## src/rtl/fifo_ptr_ctrl_pkg.sv

```systemverilog
// Shared FIFO definitions: default geometry used by the pointer controller and
// the memory block it drives, plus pointer-bank indices.
package fifo_ptr_ctrl_pkg;

  localparam int ADDRESS_SIZE_DEF = 2;
  localparam int MEMORY_WIDTH_DEF = 8;
  localparam int MEMORY_DEPTH_DEF = 1 << ADDRESS_SIZE_DEF;

  // Index of each pointer inside the controller's counter bank.
  localparam int PTR_WR  = 0;
  localparam int PTR_RD  = 1;
  localparam int NUM_PTR = 2;

endpackage

```

## src/rtl/fifo_ptr_cnt.sv

```systemverilog
// Wrapping pointer counter: advances by one on each clock where inc is high,
// rolling over naturally at 2**WIDTH.
module fifo_ptr_cnt #(
  parameter int WIDTH = 3
) (
  input  logic             clk,
  input  logic             rst_n,
  input  logic             inc,
  output logic [WIDTH-1:0] ptr
);

  logic [WIDTH-1:0] ptr_q;
  logic [WIDTH-1:0] ptr_d;

  always_comb begin
    ptr_d = ptr_q + WIDTH'(inc);
  end

  always_ff @(posedge clk or negedge rst_n) begin
    if (!rst_n) begin
      ptr_q <= '0;
    end else begin
      ptr_q <= ptr_d;
    end
  end

  assign ptr = ptr_q;

endmodule

```

## src/rtl/fifo_ptr_ctrl.sv

```systemverilog
// FIFO pointer controller: qualifies producer/consumer requests against the
// full/empty state, owns both wrap-bit pointers and reports status/errors.
module fifo_ptr_ctrl
  import fifo_ptr_ctrl_pkg::*;
#(
  parameter int ADDRESS_SIZE  = ADDRESS_SIZE_DEF,
  parameter int MEMORY_DEPTH  = MEMORY_DEPTH_DEF,
  parameter int AFULL_MARGIN  = 1,
  parameter int AEMPTY_MARGIN = 1
) (
  input  logic                  clk,
  input  logic                  rst_n,
  input  logic                  w_en,
  input  logic                  r_en,
  input  logic                  clr_err,
  output logic                  cw_en,
  output logic                  cr_en,
  output logic [ADDRESS_SIZE:0] w_ptr,
  output logic [ADDRESS_SIZE:0] r_ptr,
  output logic                  rvalid,
  output logic                  full,
  output logic                  empty,
  output logic                  almost_full,
  output logic                  almost_empty,
  output logic [ADDRESS_SIZE:0] count,
  output logic                  overflow,
  output logic                  underflow
);

  localparam int PW = ADDRESS_SIZE + 1;
  localparam logic [PW-1:0] AFULL_TH  = PW'(MEMORY_DEPTH - AFULL_MARGIN);
  localparam logic [PW-1:0] AEMPTY_TH = PW'(AEMPTY_MARGIN);

  logic [PW-1:0]      ptr [NUM_PTR];
  logic [NUM_PTR-1:0] inc;

  logic rvalid_q, rvalid_d;
  logic overflow_q, overflow_d;
  logic underflow_q, underflow_d;

  assign inc[PTR_WR] = cw_en;
  assign inc[PTR_RD] = cr_en;

  genvar gi;
  generate
    for (gi = 0; gi < NUM_PTR; gi++) begin : g_ptr
      fifo_ptr_cnt #(
        .WIDTH (PW)
      ) u_cnt (
        .clk   (clk),
        .rst_n (rst_n),
        .inc   (inc[gi]),
        .ptr   (ptr[gi])
      );
    end
  endgenerate

  assign w_ptr = ptr[PTR_WR];
  assign r_ptr = ptr[PTR_RD];

  // Status is purely a function of the registered pointers, so it is glitch-free
  // relative to the requests and correct while reset holds the pointers at zero.
  always_comb begin
    empty        = (w_ptr == r_ptr);
    full         = (w_ptr[PW-1] != r_ptr[PW-1]) && (w_ptr[PW-2:0] == r_ptr[PW-2:0]);
    count        = w_ptr - r_ptr;
    almost_full  = (count >= AFULL_TH);
    almost_empty = (count <= AEMPTY_TH);
    cw_en        = w_en & ~full;
    cr_en        = r_en & ~empty;
  end

  // A new error event in the same cycle as clr_err keeps the flag set.
  always_comb begin
    rvalid_d    = cr_en;
    overflow_d  = (w_en & full)  | (overflow_q  & ~clr_err);
    underflow_d = (r_en & empty) | (underflow_q & ~clr_err);
  end

  always_ff @(posedge clk or negedge rst_n) begin
    if (!rst_n) begin
      rvalid_q    <= 1'b0;
      overflow_q  <= 1'b0;
      underflow_q <= 1'b0;
    end else begin
      rvalid_q    <= rvalid_d;
      overflow_q  <= overflow_d;
      underflow_q <= underflow_d;
    end
  end

  assign rvalid    = rvalid_q;
  assign overflow  = overflow_q;
  assign underflow = underflow_q;

endmodule

```

## config.mk

```make
export PLATFORM = sky130hd
export DESIGN_NAME = fifo_ptr_ctrl
export DESIGN_NICKNAME = d
export VERILOG_FILES = /design/src/rtl/fifo_ptr_ctrl_pkg.sv /design/src/rtl/fifo_ptr_cnt.sv /design/src/rtl/fifo_ptr_ctrl.sv
export SDC_FILE = /design/constraint.sdc
export NUM_CORES = 1
export LEC_CHECK = 0
export ABC_AREA = 1
export CORE_AREA = 2 2 39 41
export DETAILED_ROUTE_END_ITERATION = 7
export DIE_AREA = 0 0 41 43
export DONT_BUFFER_PORTS = 1
export PLACE_DENSITY_LB_ADDON = 0.1
export SLEW_MARGIN = 10
export SYNTH_ARGS = -nofsm -noshare
export SYNTH_HDL_FRONTEND = slang
export SYNTH_SLANG_ARGS = --single-unit
```

## constraint.sdc

```tcl
create_clock -name clk -period 1.5 [get_ports clk]
set_input_delay 0.375 -clock clk [delete_from_list [all_inputs] [get_ports clk]]
set_output_delay 0.375 -clock clk [all_outputs]
set_load 0.01 [all_outputs]
```

==> flow_metrics.py <==
metrics = {
    "run_status": {
        "status": "finished, violations left",
        "violations": "setup timing",
    },
    "global_routing": {
        "grt_overflow": 0,
        "grt_pass1_vias": 393,
        "antenna_found_initial": 0,
        "grt_max_degree": 10,
        "grt_usage_pct": 14.8,
        "grt_pass1_wl_um": 1680,
    },
    "worst_setup_path": {
        "worst_ep_arrival_time_ns": 1.56,
        "cpPeakStageDelay_ns": 0.56,
        "worstPathCellList": "inv_2 > ha_4 > inv_2 > fa_2 > nand2_2 > nand3_2",
        "r2r_setup_slack_ns": -0.15,
        "cp_common_cell": "inv_2",
        "crit_type": "register to output port",
        "critPathLaunchType": "register",
        "r2r_end": "g_ptr[0].u_cnt.ptr[2]",
        "crit_fanout": 3,
        "required_ns": 1.12,
        "worst_setup_path_end_kind": "output port",
        "rr_worst_depth": 8,
        "r2r_start": "g_ptr[0].u_cnt.ptr[1]",
        "critPathSlowestCell": "fa_2",
    },
    "layout": {
        "stdcell_area_sq_um": 830,
        "nNetsFinal": 86,
        "fin_cells": 89,
        "multi_input_area_sq_um": 355,
        "area_delta_synth_final_pct": 74.0,
        "diodes": 0,
        "fillers": 122,
        "seqCellArea_sq_um": 226,
        "drive_gt1_share_pct": 57.5,
    },
    "yosys": {
        "netlist_area_sq_um": 477,
        "ys_seq_elements": 9,
        "synth_fp_nets": 64,
        "synth_top_cell_by_area": "dfrtp_1",
        "synth-main-ff-cell": "dfrtp_1",
        "synth_top_area_share_pct": 47.2,
        "ys_types": 9,
        "synth_commonest_cells": "13 x nand2_1, 11 x inv_1, 9 x dfrtp_1, 6 x ha_1, 5 x nand3_1",
        "async_flop_share_pct": 100,
        "syn_avg_cell_area_sq_um": 9.17,
        "netlist_instances": 52,
        "synth_edf_count": 0,
        "synthTopCellsByArea": "dfrtp_1 47%, ha_1 16%, nand2_1 10%",
        "ys_seq_area_share_pct": 47.2,
        "yosysMostFrequentCell": "nand2_1",
        "yosys_warnings": 0,
    },
    "place": {
        "place_hpwl_um": 842,
        "portBuffers": 0,
        "gp_congestion": 0.702,
        "postPlaceCellArea_sq_um": 683,
        "dp.cells": 82,
    },
    "flow_run": {
        "maxCapViolCount": 0,
    },
    "route": {
        "vias": 399,
        "via_per_inst": 4.48,
        "drc_errors": 0,
        "antenna_left": 0,
        "drt-initial-drc-count": 0,
        "drtPass1Iterations": 1,
        "routed_wl_um": 1070,
        "wire_per_inst_um": 12.0,
    },
    "timing": {
        "finalSetupViolCount": 11,
        "tightest_slew_ns": 0.404,
        "slew-limit-headroom_pct": 73.0,
        "fin_crit_sh_pct": 129,
        "period_needed_ns": 1.93,
        "rsz0062_at_grt": "yes",
        "setup_tns_ns": -2.72,
        "finalWorstSetupSlack_ns": -0.431,
        "fmax_mhz": 518,
        "hold_violations": 0,
        "skew_ns": 0.000740,
        "maxSlewViolCount": 0,
    },
    "cts": {
        "root_buffer": "clkbuf_4",
        "ctsHtreeMaxLevel": 1,
        "cts_tree": "built",
        "cts.path.max_buffers": 2,
        "clock_latency_ns": 0.25,
        "clock-sinks": 9,
        "clk_pin_slew_ns": 0.06,
        "cts_inserted_buffers": 3,
    },
    "min_path": {
        "min_path_type": "input pin to register",
        "worstHoldStart": "r_en",
        "min_to": "underflow",
        "worstHoldPathCells": 2,
    },
    "floorplan": {
        "fp-row-count": 14,
        "die-area_sq_mm": 0.00176,
        "core_area_sq_mm": 0.00138,
        "num_io_pins": 23,
        "die_x_um": 41,
        "start_util_pct": 34.4,
        "die_h_um": 43,
    },
}
==> per-stage QoR <==
stage / setup slack [ns] / utilization, % / hold slack, ns
2_1_floorplan: -0.237 / - / 0.0794
3_3_place_gp: -0.161 / 49.4 / 0.0796
3_5_place_dp: -0.189 / 49.4 / 0.0796
4_1_cts: -0.447 / 56.4 / 0.270
5_1_grt: -0.495 / 59.9 / 0.271
6_report: -0.431 / 59.9 / 0.273
==> sequential cells by signal, indices dropped and copies added, names as in the netlist <==
register,flops
overflow,1
g_ptr.u_cnt.ptr,6
rvalid,1
underflow,1
==> cells in the final DEF, fill, tap and decap left out, drive strengths merged <==
cell,n
nor2,5
inv,11
ha,6
buf,16
nand3,5
dfrtp,9
fa,1
dlygate4sd3,1
clkbuf,4
xor2,2
nand2,13
==> how the worst max path moves through the flow <==
stage,from,to,slack (ns),cells after the start
3_5_place_dp,g_ptr[0].u_cnt.ptr[0],count[2],-0.19,7
3_3_place_gp,g_ptr[0].u_cnt.ptr[0],count[2],-0.16,7
4_1_cts,g_ptr[0].u_cnt.ptr[0],almost_full,-0.45,6
2_1_floorplan,g_ptr[0].u_cnt.ptr[0],almost_full,-0.24,6
6_report,g_ptr[0].u_cnt.ptr[0],almost_full,-0.43,6
5_1_grt,g_ptr[0].u_cnt.ptr[0],almost_full,-0.50,6
==> layout make-up <==
type	instances	share of cell area [%]
clock buffers	4	3.17
repair buffers	17	19.3
multi-input cells	32	42.8
flip-flops and latches	9	27.3
well taps	16	2.41
inverters	11	4.98
==> critical path, delay by kind of cell, from the launching register on <==
kind | cells | cell delay [ns]
flops | 1 | 0.39
fa+ha+maj | 2 | 0.68
buf+inv | 2 | 0.10
simple gates | 2 | 0.14
==> timing repair <==
item | CTS | global route
setup buffers | 0 | 2
pin swaps | 5 | 7
hold buffers | 1 | 0
gates resized for setup | 10 | 8
endpoints found under the setup margin | 12 | 12
endpoints found under the hold margin | 9 | 0
==> logic make-up (layout without fill, tap and decap cells) <==
logic type / Yosys count / after routing / share of synthesized area, %
DFF: 9 / 9 / 47.2
xor gates and xnor gates: 2 / 2 / 3.68
and+or+nand+nor: 23 / 23 / 20.5
adders and majority gates: 7 / 7 / 19.9
buffers and inverters: 11 / 32 / 8.66
==> metal layers <==
layer / share of wire, % / wire, um / vias up / global-route usage (%)
met1: 34 / 362 / 192 / 15.5
met4: 0 / 0 / 0 / 6.00
met5: 0 / 0 / - / 0
met2: 59 / 637 / 11 / 25.0
li1: - / - / 196 / -
met3: 6.6 / 71 / 0 / 5.24
Power is not shown: default switching activity piles up to over one toggle a cycle in this logic, so the estimate is an artifact.
